==> src/rtl/gl_pkg.sv <==
// rtl/gl_pkg.sv - shared FSM encoding, divider latency default and fp32 field positions
package gl_pkg;

  typedef enum logic [1:0] {
    ST_IDLE  = 2'd0,
    ST_ISSUE = 2'd1,
    ST_WAIT  = 2'd2,
    ST_OUT   = 2'd3
  } pdiv_state_e;

  localparam int DIV_LATENCY_DEF = 4;

  localparam int FP_EXP_MSB = 30;
  localparam int FP_EXP_LSB = 23;
  localparam int FP_MAN_MSB = 22;
  localparam int FP_MAN_LSB = 0;

  // Sign is deliberately not an argument: +0 and -0 are both a zero divisor.
  function automatic logic fp_is_zero(input logic [FP_EXP_MSB:0] mag);
    return (mag[FP_EXP_MSB:FP_EXP_LSB] == '0) && (mag[FP_MAN_MSB:FP_MAN_LSB] == '0);
  endfunction

endpackage

==> src/rtl/gl_pdiv_sched.sv <==
// rtl/gl_pdiv_sched.sv - issue/collect scheduler for x/w, y/w, z/w on a shared fp divider
// Optional zero-w guard: GL_PDIV_ZERO_GUARD_EN
module gl_pdiv_sched
  import gl_pkg::*;
#(
  parameter int DIV_LATENCY = DIV_LATENCY_DEF
) (
  input  logic         clk,
  input  logic         reset,
  input  logic         in_valid,
  output logic         in_ready,
  input  logic         in_pdiv_en,
  input  logic [127:0] in_vertex,
  input  logic [95:0]  in_color,
  output logic [31:0]  div_a,
  output logic [31:0]  div_b,
  output logic         div_valid,
  input  logic [31:0]  div_res,
  input  logic         div_res_valid,
  output logic         out_valid,
  input  logic         out_ready,
  output logic [95:0]  out_vertex,
  output logic [95:0]  out_color,
  output logic         busy,
  output logic         err_w_zero
);

  localparam logic [3:0] DRAIN_INIT = 4'(DIV_LATENCY);

  pdiv_state_e state_q, state_d;
  logic [1:0]  iss_q, iss_d;
  logic [1:0]  res_q, res_d;
  logic [3:0]  drain_q, drain_d;
  logic [31:0] y_q, y_d;
  logic [31:0] z_q, z_d;
  logic [31:0] div_a_q, div_a_d;
  logic [31:0] div_b_q, div_b_d;
  logic        div_valid_q, div_valid_d;
  logic [95:0] out_vertex_q, out_vertex_d;
  logic [95:0] out_color_q, out_color_d;
  logic        err_q, err_d;
  logic        accept;

  // Holding in_ready low while draining keeps results of an aborted vertex
  // from ever landing in ISSUE/WAIT, the only states that capture them.
  assign in_ready   = (state_q == ST_IDLE) && (drain_q == '0);
  assign accept     = in_valid && in_ready;
  assign out_valid  = (state_q == ST_OUT);
  assign busy       = (state_q != ST_IDLE);
  assign div_a      = div_a_q;
  assign div_b      = div_b_q;
  assign div_valid  = div_valid_q;
  assign out_vertex = out_vertex_q;
  assign out_color  = out_color_q;
  assign err_w_zero = err_q;

  always_comb begin
    state_d      = state_q;
    iss_d        = iss_q;
    res_d        = res_q;
    drain_d      = drain_q;
    y_d          = y_q;
    z_d          = z_q;
    div_a_d      = div_a_q;
    div_b_d      = div_b_q;
    div_valid_d  = 1'b0;
    out_vertex_d = out_vertex_q;
    out_color_d  = out_color_q;
    err_d        = err_q;

    if (drain_q != '0) begin
      drain_d = drain_q - 4'd1;
    end

    case (state_q)
      ST_IDLE: begin
        if (accept) begin
          out_color_d = in_color;
          if (!in_pdiv_en) begin
            out_vertex_d = in_vertex[127:32];
            state_d      = ST_OUT;
          end
`ifdef GL_PDIV_ZERO_GUARD_EN
          else if (fp_is_zero(in_vertex[FP_EXP_MSB:0])) begin
            out_vertex_d = '0;
            err_d        = 1'b1;
            state_d      = ST_OUT;
          end
`endif
          else begin
            y_d         = in_vertex[95:64];
            z_d         = in_vertex[63:32];
            div_a_d     = in_vertex[127:96];
            div_b_d     = in_vertex[31:0];
            div_valid_d = 1'b1;
            iss_d       = 2'd0;
            res_d       = 2'd0;
            state_d     = ST_ISSUE;
          end
        end
      end
      ST_ISSUE: begin
        case (iss_q)
          2'd0: begin
            div_a_d     = y_q;
            div_valid_d = 1'b1;
            iss_d       = 2'd1;
          end
          2'd1: begin
            div_a_d     = z_q;
            div_valid_d = 1'b1;
            iss_d       = 2'd2;
          end
          default: state_d = ST_WAIT;
        endcase
      end
      ST_WAIT: ;
      ST_OUT: begin
        if (out_ready) begin
          state_d = ST_IDLE;
        end
      end
      default: state_d = ST_IDLE;
    endcase

    // Results come back in issue order, so the counter picks the slot.
    if ((state_q == ST_ISSUE || state_q == ST_WAIT) && div_res_valid && res_q != 2'd3) begin
      case (res_q)
        2'd0:    out_vertex_d[95:64] = div_res;
        2'd1:    out_vertex_d[63:32] = div_res;
        default: out_vertex_d[31:0]  = div_res;
      endcase
      res_d = res_q + 2'd1;
      if (res_q == 2'd2) begin
        state_d = ST_OUT;
      end
    end
  end

  always_ff @(posedge clk) begin
    if (reset) begin
      state_q      <= ST_IDLE;
      iss_q        <= '0;
      res_q        <= '0;
      drain_q      <= DRAIN_INIT;
      y_q          <= '0;
      z_q          <= '0;
      div_a_q      <= '0;
      div_b_q      <= '0;
      div_valid_q  <= 1'b0;
      out_vertex_q <= '0;
      out_color_q  <= '0;
      err_q        <= 1'b0;
    end else begin
      state_q      <= state_d;
      iss_q        <= iss_d;
      res_q        <= res_d;
      drain_q      <= drain_d;
      y_q          <= y_d;
      z_q          <= z_d;
      div_a_q      <= div_a_d;
      div_b_q      <= div_b_d;
      div_valid_q  <= div_valid_d;
      out_vertex_q <= out_vertex_d;
      out_color_q  <= out_color_d;
      err_q        <= err_d;
    end
  end

endmodule

==> config.mk <==
export PLATFORM = sky130hd
export DESIGN_NAME = gl_pdiv_sched
export DESIGN_NICKNAME = d
export VERILOG_FILES = /design/src/rtl/gl_pkg.sv /design/src/rtl/gl_pdiv_sched.sv
export SDC_FILE = /design/constraint.sdc
export NUM_CORES = 1
export LEC_CHECK = 0
export CAP_MARGIN = 20
export CORE_AREA = 2 2 205 207
export DETAILED_ROUTE_END_ITERATION = 10
export DIE_AREA = 0 0 207 209
export GPL_TIMING_DRIVEN = 0
export PLACE_DENSITY = 0.65
export SETUP_SLACK_MARGIN = 0.2
export SLEW_MARGIN = 20
export SYNTH_ARGS = -nofsm -noshare
export SYNTH_HDL_FRONTEND = slang
export SYNTH_SLANG_ARGS = --single-unit
export TNS_END_PERCENT = 20
==> constraint.sdc <==
create_clock -name clk -period 4.2 [get_ports clk]
set_input_delay 0.84 -clock clk [delete_from_list [all_inputs] [get_ports clk]]
set_output_delay 0.84 -clock clk [all_outputs]
set_load 0.01 [all_outputs]
==> metrics.txt, run 1 <==
Sink Count 331; Post-CTS Setup Repair Bufs 0; Die Y around 210 um; sequential power share 0.383; area of the core 0.0413 sq mm; drt via density between 5 and 6; min Tclk post-route 3140 ps; Hold Crit Class flop to flop; HPWL Detailed 44,200 um; setup ws final 1060 ps; pin count of the biggest net entering global routing 14; post-synthesis register bit count 331; DIE WIDTH 207 um; RSZ-0062 raised after global routing no; Final #Nets ~2.4k; vias in the first global route 14.0k; Synth area leaders dfxtp_1 50%, nand2_1 11%, mux2i_1 9.6%; 1st-iter DRT viols about 630; post-synthesis cell area 0.0133 sq mm; CTS Root Buffer Type clkbuf_16; P_sw 2.88 mW; placed cell count 2,627; Hold Fails Final Rpt 0; share of cells above drive strength 1 0.0445; DRC viols 0; result of the run completed; Worst R2R End iss_q[0]; remaining global-route overflow 0; Sw Ratio 0.301; Post-Synth Adder-Cell Area 0.00939; worst-path fanout max 5; Post-Syn Area per Cell roughly 8.5 sq um; mux cell area share after synthesis 0.0962; Setup violations, final 0; Syn Nets ~1.8k; complex-gate fraction of the synthesized area 0.187; Reg2Reg Depth 9; yosys warns 0; num ports 523; total power 9.56 mW; final hold slack 451 ps; first-pass GRT wire length roughly 85,000 um; Post-Place Worst Slack 927 ps; Slew Viols, Final 0; TritonCTS clock tree built; Max Freq 318 MHz; CTS max path bufs 3; Setup crit start drain_q[0]; CP required approximately 3400 ps; Gate power share 0.254; Starting Density 0.323; DRT Wirelength 57,200 um; Syn Inst Count ~1.6k; hold path depth 2; setup_tns 0 ps; Synth Area in Simple Gates 0.159; Seq/Total Area, Yosys 0.498; LEAKAGE roughly 7.6 nW; Rel. slew slack 0.398; WL per Instance 21.2 um; Crit. End Element output port; main combinational cell family by area after synthesis compound AO/OA/AOI/OAI gates; worst r2r src state_q[1]; worst vdd ir 360 uV; Tcrit/Tclk final 0.749; XOR/XNOR share of the synthesized area 0; GP Congestion 0.878; full die area 0.0433 sq mm; CP arrival between 2000 and 2500 ps; Antenna Nets Post-Route 0; Port-buffer cells 520; Int Pwr 6.68 mW; Clock power frac 0.363; PD cells 466 mW/mm^2; clock skew 19.0 ps; Initial DRT Pass Iterations 5; Cell Rows 75; final cell count without fillers 2,695; total CTS buffers 38; Synth cell types 41; H-tree depth 2; worst skew pair latency 550 ps; Hold Path Origin div_b[7]; Global Route Usage Sum 0.256; Layout area overhead 53.9%; post-CTS sizing 0; vias 13.6k; Worst setup SP type flop; CP Class flop to output port; clk slew on worst S/H paths 60 ps; hold buffer count at cts 0; initial antenna violation count 5; Hold Path End div_b[7]; r2r setup slk between 1000 and 1500 ps; post-synth top area cell dfxtp_1; Slew @ Worst Pin 903 ps; top cell type's share of synthesized area 0.498; max_cap viols 0
critical path, cell delays in order (launching register included):
cell and delay [ps]:
dfxtp_1 320, inv_1 90, ha_1 210, nor2b_1 210, nand2b_1 150, nor2_1 120, clkdlybuf4s50_1 650
how the worst max path moves through the flow:
stage,endpoint
after CTS,in_ready
after global placement,out_color[66]
after global routing,in_ready
final,in_ready
after floorplan,out_vertex[66]
after detailed placement,out_color[70]
layout make-up:
cell class	instances	area, sq um
inverter	10	37.5
sequential	331	6630
timing repair buffer	520	5200
clock buffer	55	1130
multi-input combinational	1091	6020
tap	539	674
fill	3971	20800
clock inverter	12	169
buffer	136	633
antenna	1	2.50
cell usage in the layout, fill, tap and decap left out, types with 2 or more instances in the layout:
master,n
clkbuf_16,39
bufinv_16,4
clkbuf_1,102
buf_12,3
a21oi_1,231
inv_1,9
clkinvlp_4,2
nor2_1,139
dfxtp_1,331
ha_1,10
clkbuf_8,9
a211oi_1,97
nand2_1,392
o21ai_0,34
a2111o_1,31
buf_2,17
mux2i_1,128
buf_4,11
nand3_1,2
buf_1,9
nor2b_1,4
clkdlybuf4s50_1,520
nand2b_1,2
clkinv_2,5
Yosys cell counts, drive strengths merged:
library cell and n:
o22a 1, a211oi 97, mux2i 128, clkbuf 95, and4bb 1, a22oi 1, nand2b 2, a31oi 1
o21ba 1, o21ai 34, nand3 2, a31o 1, or3 1, a2111o 31, and3b 1, inv 10
o31ai 1, nor3b 1, nor2b 4, conb 1, buf 41, o311a 1, a311oi 1, nor3 2
a2111oi 1, o21a 1, ha 10, a21oi 232, nand4bb 1, dfxtp 331, nor4 1, or4 1
nand2 392, nor2 139
per-stage QoR:
step | utilization | instance area, sq um
2_1_floorplan | - | 13300
3_3_place_gp | 0.465 | 19200
3_5_place_dp | 0.465 | 19200
4_1_cts | 0.496 | 20500
5_1_grt | 0.496 | 20500
6_report | 0.496 | 20500
metal layers:
layer,GRT usage,share of wire
met5,0,0.00094
met4,0.107,0.037
met3,0.0730,0.080
met2,0.453,0.49
met1,0.288,0.39
power by group through the flow:
stage / sequential [mW] / clock, mW / combinational [mW]
floorplan: 3.80 / 0 / 0.996
global placement: 3.71 / 0 / 2.40
detailed placement: 3.72 / 0 / 2.43
CTS: 3.66 / 3.53 / 2.44
global route: 3.69 / 3.64 / 2.62
finish: 3.66 / 3.47 / 2.43
cells by family after synthesis:
family,after synthesis
simple gates,548
buf+inv,146
fa+ha+maj,10
compound gates,404
other cells,1
flops,331
mux,128
sequential cells by signal, summed over array words and instances (netlist names):
signal / flops
iss_q: 2
state_q: 2
z_q: 32
drain_q: 4
div_a: 32
out_vertex: 96
out_color: 96
div_valid: 1
res_q: 2
div_b: 32
y_q: 32
No activity file was read; power rests on OpenSTA's default activity.
==> run 2, diff against run 1 <==
CORE_AREA = 2 2 203 205   (was 2 2 205 207)
DIE_AREA = 0 0 205 207   (was 0 0 207 209)
PLACE_DENSITY = 0.68   (was 0.65)
clock period = 2.5 ns   (was 4.2 ns; I/O delays follow)
==> run 2 against run 1 <==
Against the previous run: clock power is 72% higher; first-iteration DRC count is 21% higher; critical path type is now flop to flop; critical endpoint is now div_a[8]; highest routed layer unchanged; flip-flop and latch count stayed put.
==> metrics.txt, run 2 (same netlist as run 1, synthesis figures left out) <==
worst vdd ir 537 uV; DIE WIDTH 205 um; Worst setup SP type flop; num ports 523; CP required 2970 ps; CTS max path bufs 3; fill count 3,848; Final #Nets between 2k and 2.5k; total power around 16 mW; clock skew around 26 ps; HPWL Detailed 44,400 um; PD cells 789 mW/mm^2; final cell count without fillers roughly 2.7k; DRT Wirelength 57,400 um; worst r2r src drain_q[0]; min Tclk post-route around 2300 ps; full die area 0.0424 sq mm; total CTS buffers 38; hold path depth 2; remaining global-route overflow 0; r2r setup slk approximately 220 ps; Initial DRT Pass Iterations 5; fin util 0.511; CP arrival 2750 ps; commonest cells after routing, fill and taps aside 518 x clkdlybuf4s50_1, 388 x nand2_1, 330 x dfxtp_1; GP Congestion 0.886; 1st-iter DRT viols approximately 760; setup_tns 0 ps; Setup violations, final 0; drt via density between 5 and 6; Worst R2R End div_a[8]; share of cells above drive strength 1 0.0626; LEAKAGE 7.69 nW; CP Class flop to flop; Hold Crit Class flop to flop; vias between 10k and 15k; placed cell count ~2.6k; area of the core around 0.040 sq mm; initial antenna violation count 5; Hold Path End div_b[22]; worst-path fanout max 10; Tcrit/Tclk final 0.910; CTS Root Buffer Type clkbuf_16; vias in the first global route 14.0k; DRC viols 0; commonest non-fill, non-tap cell in the layout clkdlybuf4s50_1; pin count of the biggest net entering global routing 14; Port-buffer cells 520; Slew @ Worst Pin 770 ps; H-tree depth 2; Starting Density 0.330; Hold Fails Final Rpt 0; TritonCTS clock tree built; Layout area overhead 54.8%; first-pass GRT wire length around 84,000 um; Slew Viols, Final 0; WL per Instance 21.3 um; result of the run completed; Crit. End Element flop; max_cap viols 0; Cell Rows 74; Reg2Reg Depth 9; Rel. slew slack 0.486; clk slew on worst S/H paths 60 ps; Global Route Usage Sum 0.262; RSZ-0062 raised after global routing yes; Antenna Nets Post-Route 0; Max Freq about 440 MHz; worst skew pair latency 550 ps; Hold Path Origin div_b[22]; Die Y 207 um; Sink Count 331
-- run 2: cell types whose count changed in the layout (fill, tap and decap cells not counted), sizes merged, moves of 2 or more --
cell | before | now
bufinv | 4 | 6
clkinvlp | 2 | 0
clkdlybuf4s50 | 520 | 518
clkbuf | 150 | 152
-- run 2: layout make-up --
class                      count  area [sq um]  area share
buffer                       136           676      0.0328
sequential                   331          6630       0.321
inverter                      10          40.0     0.00194
tap                          532           666      0.0323
multi-input combinational   1091          6060       0.294
antenna                        1          2.50    0.000121
timing repair buffer         522          5230       0.254
clock buffer                  55          1110      0.0536
clock inverter                12           218      0.0106
-- run 2: through the flow --
| stage | setup WS, ps | area (sq um) | hold WS [ps] |
|---|---|---|---|
| 6_report | 224 | 20600 | 451 |
| 5_1_grt | 70.3 | 20600 | 468 |
| 4_1_cts | 105 | 20600 | 453 |
| 3_5_place_dp | -467 | 19200 | 446 |
| 3_3_place_gp | -406 | 19200 | 441 |
| 2_1_floorplan | 610 | 13300 | 436 |
-- run 2: power breakdown --
| part | leakage [nW] | switching [mW] | internal (mW) |
|---|---|---|---|
| Clock | 0.651 | 2.29 | 3.69 |
| Combinational | 4.36 | 2.25 | 1.91 |
| Sequential | 2.68 | 0.317 | 5.82 |
-- run 2: worst max-delay path by stage --
stage | from | end | slack, ps
6_report | drain_q[0] | div_a[8] | 220
5_1_grt | drain_q[0] | in_ready | 70
4_1_cts | drain_q[0] | in_ready | 110
3_5_place_dp | in_valid | out_color[61] | -470
3_3_place_gp | in_pdiv_en | div_b[0] | -410
2_1_floorplan | state_q[1] | div_a[10] | 610
-- run 2: layer usage --
metal  GRT usage  vias to the layer above  part of all wire
li1            -                     6491                 -
met1       0.290                     6448              0.39
met2       0.470                      572              0.50
met3      0.0667                      125             0.079
met4       0.112                        4             0.039
met5           0                        -           0.00047
-- run 2: worst max-delay path, stage by stage, from the launching register on --
cell      delay [ps]
dfxtp_1          360
inv_1             80
ha_2             210
and4bb_1         190
buf_2            160
a21oi_2          240
buf_4            270
clkbuf_1         370
o21ai_0          150
a21oi_1          180
-- run 2: repair_timing --
action,4_1_cts,5_1_grt
buffers inserted,1,1
setup endpoints to repair,274,244
hold buffers,0,0
pin swaps,0,1
gates resized for setup,38,18
==> run 3, diff against run 2 <==
DONT_BUFFER_PORTS = 1   (was not set)
PLACE_DENSITY = 0.51   (was 0.68)
SKIP_CTS_REPAIR_TIMING = 1   (was not set)
==> run 3 against run 2 <==
Against the previous run: fmax up 2.6%; highest routed layer unchanged; power shrank 9.8%; non-clock buffer count is 519 lower; first-iteration DRC count is 9.5% lower; core utilization fell by 13 points; cell count is 19% lower; sequential share of layout area grew 11 points; clock power decreased by 5.4%; clock-buffer cell count unchanged; die area unchanged.
==> metrics.txt, run 3 (same netlist as run 1, synthesis figures left out) <==
Slew @ Worst Pin 866 ps; HPWL Detailed 42,000 um; Tcrit/Tclk final 0.887; CP required around 2000 ps; Cell Rows between 70 and 80; Port-buffer cells 0; CTS max path bufs 3; Rel. slew slack 0.423; CTS Root Buffer Type clkbuf_16; vias 11.5k; post-placement cell area 0.0140 sq mm; Hold Crit Class input pin to flop; Antenna Nets Post-Route 0; first-pass GRT wire length 78,000 um; clk slew on worst S/H paths around 60 ps; area of the core 0.0404 sq mm; Initial DRT Pass Iterations 5; WL per Instance 25.0 um; Crit path depth 5; full die area 0.0424 sq mm; Slew Viols, Final 0; share of cells above drive strength 1 0.0886; WP buf/inv 1; pin count of the biggest net entering global routing 14; worst r2r src drain_q[0]; r2r setup slk between 300 and 400 ps; hold path depth 2; cell area after layout 0.0154 sq mm; CP arrival between 1500 and 2000 ps; Hold Fails Final Rpt 0; Hold Path Origin in_vertex[63]; max_cap viols 0; drt via density approximately 5.3; CP Class flop to output port; Crit-path slowest cell dfxtp_1; DRC viols 0; setup ws final 282 ps; Crit. End Element output port; Worst R2R End div_b[18]; Worst setup SP type flop; clock skew 18.5 ps; Global Route Usage Sum 0.247; DRT Wirelength 54,200 um; delay of the slowest critical-path stage 330 ps; Final #Nets about 1.9k; setup_tns 0 ps; Starting Density 0.330; worst vdd ir 446 uV; Sink Count 331; min Tclk post-route 2220 ps; TritonCTS clock tree built; vias in the first global route 11.6k; commonest cells after routing, fill and taps aside 388 x nand2_1, 330 x dfxtp_1, 231 x a21oi_1; CP cell instances inv_1 > ha_2 > nor2b_2 > nand2b_4 > nor2_4; remaining global-route overflow 0; 1st-iter DRT viols a little under 700; RSZ-0062 raised after global routing yes; Layout area overhead 15.7%; initial antenna violation count 3; Die Y 207 um; H-tree depth 2; worst skew pair latency 550 ps; final hold slack between 80 and 90 ps; total CTS buffers 38; commonest non-fill, non-tap cell in the layout nand2_1; Max Freq between 400 and 500 MHz; CP delay by family, top simple AND/OR/NAND/NOR gates; GP Congestion 0.859; num ports 523; LEAKAGE 5.78 nW; DIE WIDTH 205 um; Reg2Reg Depth 9; Setup violations, final 0; PD cells 952 mW/mm^2; worst-path fanout max 4; result of the run completed; Post-Place Worst Slack -231 ps; Hold Path End z_q[31]
## run 3: per-layer routing
metal  track usage  up-vias  wire length, um
met5             0        -               19
met4        0.0702        2             1550
met3        0.0829       83             5130
met2         0.437      492            26900
met1         0.281     5501            20600
li1              -     5450                -
## run 3: metrics by stage
step | total power, mW | instances | utilization
after detailed placement | 9.02 | 2100 | 0.346
final | 14.7 | 2171 | 0.382
after CTS | 14.7 | 2166 | 0.377
after global placement | 8.96 | 2100 | 0.346
after global routing | 15.3 | 2171 | 0.382
after floorplan | 8.06 | 1568 | -
## run 3: final cells by class
cell class / instances / area, sq um
clock buffers: 55 / 1110
inverters: 10 / 42.5
flip-flops and latches: 331 / 6630
diodes: 2 / 5.00
well taps: 532 / 666
fillers: 4221 / 25000
multi-input cells: 1091 / 6080
clock inverters: 11 / 143
plain buffers: 136 / 704
repair buffers: 3 / 35.0
## run 3: power by group
group          total [mW]  leakage, nW  switching [mW]  internal (mW)
combinational        2.51         2.49            1.65          0.863
clock                5.66        0.609            2.28           3.38
sequential           6.50         2.68           0.677           5.82
total                14.7         5.78            4.60           10.1
## run 3: worst register-to-register path, cell delays in order, from the launching register on
cell and delay (ps):
dfxtp_1 370, inv_1 90, ha_2 210, and4bb_1 200
buf_2 160, nand3_2 230, buf_2 330, buf_2 280
nand2_1 80, a21oi_1 160
## run 3: how the worst max path moves through the flow
stage | start | end | slack, ps
final | drain_q[0] | in_ready | 280
after global routing | drain_q[0] | out_color[68] | 180
after CTS | state_q[1] | div_a[23] | -260
after detailed placement | state_q[1] | div_a[23] | -230
after global placement | state_q[1] | div_a[23] | -220
after floorplan | state_q[1] | div_a[10] | 610
